===== config.mk =====
export PLATFORM = sky130hd
export DESIGN_NAME = mem_access
export DESIGN_NICKNAME = d
export VERILOG_FILES = /design/src/rtl/mem_access.sv
export SDC_FILE = /design/constraint.sdc
export NUM_CORES = 1
export LEC_CHECK = 0
export ABC_AREA = 1
export BUFFER_PORTS_ARGS = -buffer_cell sky130_fd_sc_hd__buf_2
export CAP_MARGIN = 20
export CORE_MARGIN = 4
export CORE_UTILIZATION = 41
export DETAILED_ROUTE_END_ITERATION = 6
export GPL_TIMING_DRIVEN = 0
export PLACE_DENSITY = 0.74
export SYNTH_ARGS = -nofsm -noshare
export SYNTH_HDL_FRONTEND = slang
export SYNTH_SLANG_ARGS = --single-unit
export TNS_END_PERCENT = 50

===== constraint.sdc =====
create_clock -name clk -period 1.7 [get_ports clk]
set_clock_uncertainty 0.05 [all_clocks]
set_input_delay 0.085 -clock clk [delete_from_list [all_inputs] [get_ports clk]]
set_output_delay 0.085 -clock clk [all_outputs]
set_load 0.03 [all_outputs]

===== src/rtl/mem_access.sv =====
// Load/store stage: 1-cycle completion for non-memory ops, REQ/RESP handshake for data memory.
// Backpressure: stall_out holds execute while a request waits for ready or a load waits for data.
module mem_access #(
   parameter int EX_WIDTH = 4
) (
   input  logic                clk,
   input  logic                reset,
   input  logic                pipeline_in_valid,
   input  logic [4:0]          opcode_in,
   input  logic [2:0]          funct_in,
   input  logic                nop_instr_in,
   input  logic [EX_WIDTH:0]   exception_in,
   input  logic                exception_in_valid,
   input  logic [31:0]         result_in,
   input  logic [31:0]         addr_in,
   input  logic [4:0]          rd_addr_in,
   input  logic                halt_in,
   output logic                stall_out,
   output logic                dmem_req_valid,
   input  logic                dmem_req_ready,
   output logic                dmem_req_we,
   output logic [31:0]         dmem_req_addr,
   output logic [31:0]         dmem_req_wdata,
   output logic [3:0]          dmem_req_be,
   input  logic                dmem_resp_valid,
   input  logic [31:0]         dmem_resp_rdata,
   output logic                pipeline_out_valid,
   output logic [4:0]          opcode_out,
   output logic [2:0]          funct_out,
   output logic [4:0]          rd_addr_out,
   output logic                nop_instr_out,
   output logic                halt_out,
   output logic [31:0]         wb_data,
   output logic                wb_en,
   output logic [EX_WIDTH:0]   exception_out,
   output logic                exception_out_valid
);

   localparam logic [4:0] OP_LOAD      = 5'b00000;
   localparam logic [4:0] OP_IMM_ARITH = 5'b00100;
   localparam logic [4:0] OP_AUIPC     = 5'b00101;
   localparam logic [4:0] OP_STORE     = 5'b01000;
   localparam logic [4:0] OP_ARITH     = 5'b01100;
   localparam logic [4:0] OP_LUI       = 5'b01101;
   localparam logic [4:0] OP_JALR      = 5'b11001;
   localparam logic [4:0] OP_JAL       = 5'b11011;

   localparam logic [2:0] F_B  = 3'b000;
   localparam logic [2:0] F_H  = 3'b001;
   localparam logic [2:0] F_W  = 3'b010;
   localparam logic [2:0] F_BU = 3'b100;
   localparam logic [2:0] F_HU = 3'b101;

   localparam logic [EX_WIDTH:0] EXC_ILLEGAL    = (EX_WIDTH+1)'(2);
   localparam logic [EX_WIDTH:0] EXC_LOAD_MISAL = (EX_WIDTH+1)'(4);
   localparam logic [EX_WIDTH:0] EXC_STOR_MISAL = (EX_WIDTH+1)'(6);

   typedef enum logic [1:0] {IDLE, REQ, RESP} state_t;

   // Everything the completion needs once the execute stage has moved on.
   typedef struct packed {
      logic        we;
      logic [2:0]  funct;
      logic [1:0]  offset;
      logic [4:0]  rd;
      logic [4:0]  opcode;
      logic        halt;
      logic [31:0] result;
   } mem_op_t;

   state_t  state, next_state;
   mem_op_t op_q;

   logic                is_load, is_store, is_mem, funct_ok, misaligned;
   logic                wb_op, wb_ok, exc_vld, accept_mem;
   logic [EX_WIDTH:0]   exc_code;
   logic [31:0]         req_wdata_d;
   logic [3:0]          req_be_d;
   logic [31:0]         shifted, load_data;

   logic                done;
   logic [4:0]          done_opcode, done_rd;
   logic [2:0]          done_funct;
   logic                done_nop, done_halt, done_wb_en, done_exc_vld;
   logic [31:0]         done_wb_data;
   logic [EX_WIDTH:0]   done_exc;

   // Decode of the instruction offered by execute
   always_comb begin
      is_load  = (opcode_in == OP_LOAD);
      is_store = (opcode_in == OP_STORE);
      is_mem   = is_load | is_store;

      case (funct_in)
         F_B, F_H, F_W: funct_ok = 1'b1;
         F_BU, F_HU:    funct_ok = is_load;
         default:       funct_ok = 1'b0;
      endcase

      case (funct_in)
         F_H, F_HU: misaligned = addr_in[0];
         F_W:       misaligned = (addr_in[1:0] != 2'b00);
         default:   misaligned = 1'b0;
      endcase

      exc_vld  = 1'b0;
      exc_code = '0;
      if (exception_in_valid) begin
         exc_vld  = 1'b1;
         exc_code = exception_in;
      end else if (!nop_instr_in && is_mem && !funct_ok) begin
         exc_vld  = 1'b1;
         exc_code = EXC_ILLEGAL;
      end else if (!nop_instr_in && is_mem && misaligned) begin
         exc_vld  = 1'b1;
         exc_code = is_load ? EXC_LOAD_MISAL : EXC_STOR_MISAL;
      end

      case (opcode_in)
         OP_ARITH, OP_IMM_ARITH, OP_LUI, OP_AUIPC,
         OP_JAL, OP_JALR, OP_LOAD: wb_op = 1'b1;
         default:                  wb_op = 1'b0;
      endcase
      wb_ok = wb_op && (rd_addr_in != 5'd0) && !exc_vld && !nop_instr_in;

      accept_mem = (state == IDLE) && pipeline_in_valid && !nop_instr_in && is_mem && !exc_vld;
   end

   // Store lane replication and byte enables
   always_comb begin
      req_wdata_d = 32'd0;
      req_be_d    = 4'b1111;
      if (is_store) begin
         case (funct_in)
            F_B: begin
               req_wdata_d = {4{result_in[7:0]}};
               req_be_d    = 4'b0001 << addr_in[1:0];
            end
            F_H: begin
               req_wdata_d = {2{result_in[15:0]}};
               req_be_d    = 4'b0011 << addr_in[1:0];
            end
            default: begin
               req_wdata_d = result_in;
               req_be_d    = 4'b1111;
            end
         endcase
      end
   end

   // Load alignment and extension from the captured byte offset
   always_comb begin
      shifted = dmem_resp_rdata >> {op_q.offset, 3'b000};
      case (op_q.funct)
         F_B:     load_data = {{24{shifted[7]}}, shifted[7:0]};
         F_BU:    load_data = {24'd0, shifted[7:0]};
         F_H:     load_data = {{16{shifted[15]}}, shifted[15:0]};
         F_HU:    load_data = {16'd0, shifted[15:0]};
         default: load_data = shifted;
      endcase
   end

   always_ff @(posedge clk) begin
      if (reset) state <= IDLE;
      else       state <= next_state;
   end

   always_comb begin
      next_state = state;
      stall_out  = 1'b0;
      case (state)
         IDLE: begin
            if (accept_mem) begin
               next_state = REQ;
               stall_out  = 1'b1;
            end
         end
         REQ: begin
            stall_out = 1'b1;
            if (dmem_req_ready) begin
               next_state = op_q.we ? IDLE : RESP;
               stall_out  = !op_q.we;
            end
         end
         RESP: begin
            stall_out = !dmem_resp_valid;
            if (dmem_resp_valid) next_state = IDLE;
         end
         default: next_state = IDLE;
      endcase
   end

   // Which instruction, if any, retires at the next edge
   always_comb begin
      done         = 1'b0;
      done_opcode  = op_q.opcode;
      done_funct   = op_q.funct;
      done_rd      = op_q.rd;
      done_nop     = 1'b0;
      done_halt    = op_q.halt;
      done_wb_data = op_q.result;
      done_wb_en   = 1'b0;
      done_exc_vld = 1'b0;
      done_exc     = '0;
      case (state)
         IDLE: begin
            if (pipeline_in_valid && !accept_mem) begin
               done         = 1'b1;
               done_opcode  = opcode_in;
               done_funct   = funct_in;
               done_rd      = rd_addr_in;
               done_nop     = nop_instr_in;
               done_halt    = halt_in;
               done_wb_data = result_in;
               done_wb_en   = wb_ok;
               done_exc_vld = exc_vld;
               done_exc     = exc_code;
            end
         end
         REQ:  done = dmem_req_ready && op_q.we;
         RESP: begin
            done         = dmem_resp_valid;
            done_wb_data = load_data;
            done_wb_en   = (op_q.rd != 5'd0);
         end
         default: done = 1'b0;
      endcase
   end

   always_ff @(posedge clk) begin
      if (reset) begin
         op_q                <= '0;
         dmem_req_valid      <= 1'b0;
         dmem_req_we         <= 1'b0;
         dmem_req_addr       <= 32'd0;
         dmem_req_wdata      <= 32'd0;
         dmem_req_be         <= 4'd0;
         pipeline_out_valid  <= 1'b0;
         opcode_out          <= 5'd0;
         funct_out           <= 3'd0;
         rd_addr_out         <= 5'd0;
         nop_instr_out       <= 1'b0;
         halt_out            <= 1'b0;
         wb_data             <= 32'd0;
         wb_en               <= 1'b0;
         exception_out       <= '0;
         exception_out_valid <= 1'b0;
      end else begin
         if (accept_mem) begin
            op_q.we        <= is_store;
            op_q.funct     <= funct_in;
            op_q.offset    <= addr_in[1:0];
            op_q.rd        <= rd_addr_in;
            op_q.opcode    <= opcode_in;
            op_q.halt      <= halt_in;
            op_q.result    <= result_in;
            dmem_req_valid <= 1'b1;
            dmem_req_we    <= is_store;
            dmem_req_addr  <= {addr_in[31:2], 2'b00};
            dmem_req_wdata <= req_wdata_d;
            dmem_req_be    <= req_be_d;
         end else if (state == REQ && dmem_req_ready) begin
            dmem_req_valid <= 1'b0;
         end

         pipeline_out_valid  <= done;
         wb_en               <= done && done_wb_en;
         exception_out_valid <= done && done_exc_vld;
         if (done) begin
            opcode_out    <= done_opcode;
            funct_out     <= done_funct;
            rd_addr_out   <= done_rd;
            nop_instr_out <= done_nop;
            halt_out      <= done_halt;
            wb_data       <= done_wb_data;
            exception_out <= done_exc;
         end
      end
   end

endmodule


==> out/qor.yml, run 1 <==
detailed_routing:
  first_pass_iters: 7
  wl_mm: 34.0
  vias: 10000
  vias_per_cell: 5.45
  routedWlPerCell_um: 18.5
  drt_iter0_drc: 1192
  drc: 0
  ant_nets: 0
sta:
  min_period_ns: 1.98
  fin_crit_sh_pct: 117
  worstMarginPinSlew_ns: 0.749
  hold_viol: 0
  finalSetupViolCount: 167
  fmax_mhz: 505
  slew_viol_final: 0
  finalWorstSetupSlack_ns: -0.282
  fin_hold_ws_ns: 0.00425
  rsz0062_at_grt: "yes"
  slew-limit-headroom_pct: 50.1
  setup-tns-final_ns: -18.11
cts:
  clk_pin_slew_ns: 0.06
  cts_buffer_depth: 2
  cts-htree-levels: 4
  clock_latency_ns: 0.44
  clock-sinks: 173
  cts_inserted_buffers: 17
  ctsRootBufferMaster: "clkbuf_16"
  cts_tree: "built"
logic_synthesis:
  synthMuxAreaShare_pct: 0.863
  synth_cells: 1170
  seq_area_frac_synth_pct: 42.7
  yosys_warnings: 0
  synthXorXnorAreaFrac_pct: 0
  synth_top_family_by_area: "compound AO/OA/AOI/OAI gates"
  synth_fa_ha_area_share_pct: 0
  synth-simple-area-share_pct: 23.4
  synth_compound_area_share_pct: 24.7
  synth_area_um2: 8120
  synth.ff_latch_count: 173
  syn_area_per_cell_um2: 6.94
  ys_types: 36
global_route:
  antenna_found_initial: 2
  grt_pass1_vias: 9430
  grt_max_degree: 17
  track_usage_pct: 29.1
  grt_pass1_wl_mm: 50.4
  grt-ovfl-total: 0
worst_setup_path:
  crit_type: "register to register"
  crit_path_end_kind: "register"
  slowest_stage: "dfxtp_4"
  critPathLaunch: "state[1]"
  max_stage_delay_ns: 0.37
  r2r-end: "exception_out[3]"
  path_max_fanout: 10
  crit_chain: "nor2_4, nand2_4, nor3_4, nand4_4, buf_6, a21boi_4, buf_4, buf_6, nand2_1, a21oi_1"
  cp.required_ns: 2.00
  r2r_start: "state[1]"
  rrSetupSlack_ns: -0.28
  worstRegToRegCells: 10
  path_common_cell: "buf_6"
  start_kind: "register"
  cp.arrival_ns: 2.28
final_layout:
  synthToLayoutAreaGrowth_pct: 47.1
  drive_gt1_share_pct: 25.5
  layout_common_cells: "nand2_1 (318), buf_2 (251), dfxtp_1 (170), a21oi_1 (167), dlygate4sd3_1 (90)"
  post-route-util_pct: 61.3
  fillCellCount: 1645
  nets: 1678
  final_common_cell: "nand2_1"
  final_area_um2: 11900
floorplan:
  fp.dieW_um: 149
  die_area_um2: 22100
  boundaryPins: 248
  rows: 51
  initial_utilization_pct: 41.7
  core_area_um2: 19500
  die_h_um: 149
worst_hold_path:
  min_delay_path_depth: 3
  worstHoldStart: "result_in[12]"
  hold_class: "input pin to register"
  whs_endpoint: "op_q[12]"
power_and_ir_drop:
  power_density_nw_per_um2: 826
  max-vdd-ir-drop_v: 0.000721
  total_leakage_power_nw: 5.21
place:
  placed_cell_area_um2: 9730
  dp_hpwl_mm: 23.7
  place.gp.congestion: 0.943
  portBuffers: 245
status:
  status: "complete, but fails checks"
  violations: "setup timing"
flow_run:
  maxCapViolCount: 0
synth_stat cells:
| cell | count | share of area, % |
|---|---|---|
| o211ai_1 | 43 | 4.0 |
| nand2_1 | 322 | 15 |
| a21oi_1 | 168 | 10 |
| o221ai_1 | 1 | 0.11 |
| or2_2 | 2 | 0.15 |
| buf_1 | 4 | 0.18 |
| a211oi_1 | 1 | 0.093 |
| o21a_1 | 8 | 0.74 |
| nand3_1 | 61 | 3.8 |
| mux2i_1 | 7 | 0.86 |
| nor2_2 | 1 | 0.077 |
| conb_1 | 1 | 0.046 |
| buf_2 | 38 | 2.3 |
| and2_1 | 1 | 0.077 |
| clkbuf_1 | 40 | 1.8 |
| nand4_1 | 2 | 0.15 |
| nor3_2 | 1 | 0.12 |
| nor2_1 | 62 | 2.9 |
| o21ai_0 | 104 | 6.4 |
| buf_4 | 5 | 0.46 |
| inv_1 | 71 | 3.3 |
| a22oi_2 | 1 | 0.15 |
| o311ai_0 | 1 | 0.11 |
| nor3b_1 | 1 | 0.093 |
| a21boi_4 | 1 | 0.23 |
| nor2_4 | 1 | 0.14 |
| nand3_2 | 3 | 0.37 |
| o21ai_1 | 12 | 0.74 |
| clkinv_1 | 2 | 0.093 |
| nand2_2 | 3 | 0.23 |
| nor3_1 | 3 | 0.18 |
| dfxtp_1 | 173 | 43 |
| a32oi_1 | 1 | 0.11 |
| nand4_4 | 1 | 0.26 |
| inv_2 | 2 | 0.093 |
| a31oi_1 | 22 | 1.7 |
logic make-up (layout without fill, tap and decap cells):
group | count (synthesis) | after routing
muxes | 7 | 7
buffers and inverters | 162 | 559
other | 1 | 5
and+or+nand+nor | 464 | 464
DFF | 173 | 173
AOI/OAI and AO/OA | 363 | 363
power breakdown:
part           switching (mW)  internal [mW]
clock network            1.67           2.53
logic                   0.872          0.571
registers              0.0580           4.15
total                    2.60           7.25
critical path: cells and delay by family (launching register included):
family | cells | cell delay [ns]
simple gates | 5 | 0.61
compound gates | 2 | 0.39
buf+inv | 3 | 0.47
flops | 1 | 0.37
sequential cells by signal, summed over array words and instances, names as in the netlist:
name                 flops
dmem_req_addr           30
funct_out                3
wb_en                    1
state                    2
wb_data                 32
exception_out            5
rd_addr_out              5
opcode_out               5
exception_out_valid      1
op_q                    49
dmem_req_wdata          32
pipeline_out_valid       1
halt_out                 1
dmem_req_valid           1
nop_instr_out            1
dmem_req_be              4
through the flow:
stage,total power [mW],setup WS [ns],cells
global route,10.2,-0.374,1835
detailed placement,5.42,-0.626,1681
global placement,5.41,-0.602,1681
floorplan,4.94,-0.00505,1171
CTS,9.73,-0.282,1818
finish,9.85,-0.282,1836
what timing repair did:
action	CTS	global route
hold buffers	90	0
gates cloned	0	3
resized for setup	60	112
hold endpoints to repair	116	0
endpoints found under the setup margin	173	172
buffers inserted	17	12
pin swaps	8	8
how the worst max path moves through the flow:
stage                     slack (ns)  cells past startpoint               end
after detailed placement       -0.63                      9          op_q[44]
final                          -0.28                     10  exception_out[3]
after global placement         -0.60                      9          op_q[44]
after global routing           -0.37                     10  exception_out[3]
after floorplan               -0.005                     10      funct_out[0]
after CTS                      -0.28                      8         stall_out
routing by layer:
metal	vias up	wire length, um	track usage, %
met4	0	1920	14.2
met1	4525	12900	34.7
met5	-	0	0
met3	147	3740	9.08
li1	4694	-	-
met2	637	15400	47.7
cell type report:
class                   instances  area [um2]  share of cell area (%)
multi-input cells             836        4150                    34.7
flip-flops and latches        173        3470                    29.1
repair buffers                367        2440                    20.4
plain buffers                  86         616                    5.16
clock buffers                  21         460                    3.86
well taps                     265         332                    2.78
inverters                      75         303                    2.54
clock inverters                10         163                    1.36
diodes                          3        7.51                  0.0629
No activity file was read; power rests on OpenSTA's default activity.
==> run 2: changes to the inputs <==
--- a/config.mk
+++ b/config.mk
@@ -13,6 +13,7 @@
 export DETAILED_ROUTE_END_ITERATION = 6
 export GPL_TIMING_DRIVEN = 0
 export PLACE_DENSITY = 0.74
+export REMOVE_ABC_BUFFERS = 1
 export SYNTH_ARGS = -nofsm -noshare
 export SYNTH_HDL_FRONTEND = slang
 export SYNTH_SLANG_ARGS = --single-unit
==> run 2 against run 1 <==
  * The flow finishes with violations (hold timing, setup timing)
  * Core utilization grew 6.5 points
  * Worst hold slack lost 0.070 ns
  * Critical path depth grew 2
  * First-iteration DRC count shrank 19%
  * Critical path type is now input pin to register
  * Die area is the same
==> out/qor.yml, run 2 (same netlist as run 1, synthesis figures left out) <==
status:
  status: "complete, but fails checks"
  violations: "hold timing, setup timing"
worst_hold_path:
  hold_class: "input pin to register"
  min_delay_path_depth: 3  # unchanged
worst_setup_path:
  worstRegToRegCells: 11  # +1
  cp.arrival_ns: 2.42  # +0.14 ns
  r2r-end: "funct_out[0]"
  cp.required_ns: 1.96  # -0.04 ns
  endpoint: "funct_out[0]"
  crit_path_end_kind: "register"
  path_max_fanout: 8  # -2
  rrSetupSlack_ns: -0.46  # -0.18 ns
  r2r_start: "state[1]"
  start_kind: "input pin"
  critPathLaunch: "funct_in[0]"
  crit_type: "input pin to register"
global_route:
  antenna_found_initial: 2  # unchanged
  grt_pass1_vias: 9793  # +3.8%
  grt-ovfl-total: 0  # unchanged
  grt_pass1_wl_mm: 54.5  # +8.2%
  track_usage_pct: 31.7  # +2.6 points
  grt_max_degree: 55  # +38
cts:
  clock_latency_ns: 0.43  # about the same
  cts_tree: "built"
  cts_buffer_depth: 2  # unchanged
  clk_pin_slew_ns: 0.07  # about the same
  cts-htree-levels: 4  # unchanged
  ctsRootBufferMaster: "clkbuf_16"
  cts_hold_buf: 89  # -1.1%
  cts_inserted_buffers: 17  # unchanged
  clock-sinks: 173  # unchanged
floorplan:
  initial_utilization_pct: 41.7  # unchanged
  rows: 51  # unchanged
  fp.dieW_um: 149  # unchanged
  die_area_um2: 22100  # unchanged
  die_h_um: 149  # unchanged
  core_area_um2: 19500  # unchanged
  boundaryPins: 248  # unchanged
power_and_ir_drop:
  max-vdd-ir-drop_v: 0.000715  # -0.85%
  power_density_nw_per_um2: 748  # -9.3%
  total_leakage_power_nw: 5.80  # +11%
sta:
  slew-limit-headroom_pct: 47.3  # -2.8 points
  finalSetupViolCount: 173  # +3.6%
  finalWorstSetupSlack_ns: -0.467  # -0.186 ns
  hold_viol: 3  # +3
  min_period_ns: 2.17  # +0.186 ns
  rsz0062_at_grt: "yes"
  worstMarginPinSlew_ns: 0.789  # +0.0398 ns
  fin_crit_sh_pct: 127  # +11 points
  fin_hold_ws_ns: -0.0657  # -0.0700 ns
  slew_viol_final: 0  # unchanged
  fmax_mhz: 461  # -8.6%
place:
  place_inst: 1603  # -4.6%
  place.gp.congestion: 0.882  # -6.5%
  dp_slack_ns: -3.07  # -2.44 ns
  portBuffers: 245  # unchanged
  dp_hpwl_mm: 18.3  # -23%
final_layout:
  fillCellCount: 1476  # -10%
  final_common_cell: "nand2_1"
  largest_reg_flops: 49  # unchanged
  drive_gt1_share_pct: 35.7  # +10 points
  nets: 1656  # -1.3%
  regMostFlops: "op_q"
  largestRegisters: "op_q (49), dmem_req_wdata (32), wb_data (32)"
  synthToLayoutAreaGrowth_pct: 62.7
  layout_common_cells: "nand2_1 (264), buf_2 (243), dfxtp_1 (168), a21oi_1 (126), dlygate4sd3_1 (89)"
  fin_cells: 1814  # -1.2%
detailed_routing:
  routedWlPerCell_um: 21.0  # +14%
  wl_mm: 38.1  # +12%
  vias_per_cell: 5.69  # +4.4%
  drc: 0  # unchanged
  first_pass_iters: 6  # -1
  ant_nets: 0  # unchanged
  vias: 10300  # +3.1%
  drt_iter0_drc: 967  # -19%
flow_run:
  maxCapViolCount: 0  # unchanged
==> run 2: cell types whose count changed in the layout (fill, tap and decap cells not counted), moves of 14 or more <==
cell	previous run	this run
o21ai_2	5	26
nand2_1	318	264
nand2_2	2	26
nor2_1	59	44
clkbuf_1	33	0
buf_16	0	14
buf_12	3	18
a21oi_1	167	126
a21oi_2	1	41
o21ai_1	43	21
nand2_4	3	30
==> run 2: worst min-delay path by stage <==
stage	startpoint	to	slack, ns
2_1_floorplan	reset	dmem_req_addr[10]	0.10
6_report	exception_in_valid	exception_out[0]	-0.07
3_3_place_gp	addr_in[6]	dmem_req_addr[6]	0.28
4_1_cts	exception_in_valid	exception_out[0]	-0.09
5_1_grt	exception_in_valid	exception_out[3]	-0.07
3_5_place_dp	addr_in[12]	dmem_req_addr[12]	0.29
==> run 2: what timing repair did <==
item / CTS / global route
hold endpoints to repair: 146 / 3
endpoints found under the setup margin: 174 / 173
buffers inserted: 47 / 16
resized for setup: 190 / 147
cloned: 29 / 2
pin swaps: 32 / 58
==> run 2: stage by stage <==
stage	setup TNS, ns	cell area [um2]	utilization [%]	total power, mW	hold slack (ns)
final	-51.26	13200	67.9	9.89	-0.0657
after global routing	-60.23	13200	67.8	10.1	-0.0673
after CTS	-43.88	12700	65.0	9.72	-0.0854
after detailed placement	-459.79	9520	48.9	5.39	0.290
after global placement	-796.89	9290	47.7	5.35	0.283
after floorplan	-372.08	7730	-	4.87	0.104
==> run 2: per-layer routing <==
metal / vias up / track usage, % / part of all wire (%)
met5: - / 0 / 0.037
met3: 178 / 7.46 / 10
li1: 4678 / - / -
met1: 4776 / 39.4 / 38
met2: 679 / 51.4 / 47
met4: 4 / 16.4 / 5.5
==> run 2: layout make-up <==
cell class | count | area [um2] | area share (%)
timing repair buffer | 416 | 3450 | 26.1
antenna | 2 | 5.00 | 0.0379
timing repair inverter | 10 | 161 | 1.22
inverter | 75 | 332 | 2.51
tap | 265 | 332 | 2.51
multi-input combinational | 841 | 4860 | 36.8
clock inverter | 10 | 103 | 0.777
sequential | 173 | 3480 | 26.3
clock buffer | 22 | 494 | 3.74
==> run 2: where the power goes <==
part           total, mW  internal, mW  switching (mW)  leakage, nW
clock               4.02          2.24            1.78        0.290
combinational       1.66         0.664           0.993         4.10
sequential          4.21          4.14          0.0626         1.41
total               9.89          7.05            2.84         5.80
==> run 2: critical path, cell delays in order <==
cell        delay [ns]
buf_2             0.14
o21ai_0           0.60
nand2_1           0.15
nand2_1           0.26
nand4_4           0.16
clkbuf_16         0.20
buf_6             0.12
nand2_8           0.07
buf_12            0.17
clkinvlp_4        0.19
nand2_1           0.15
a31oi_1           0.11
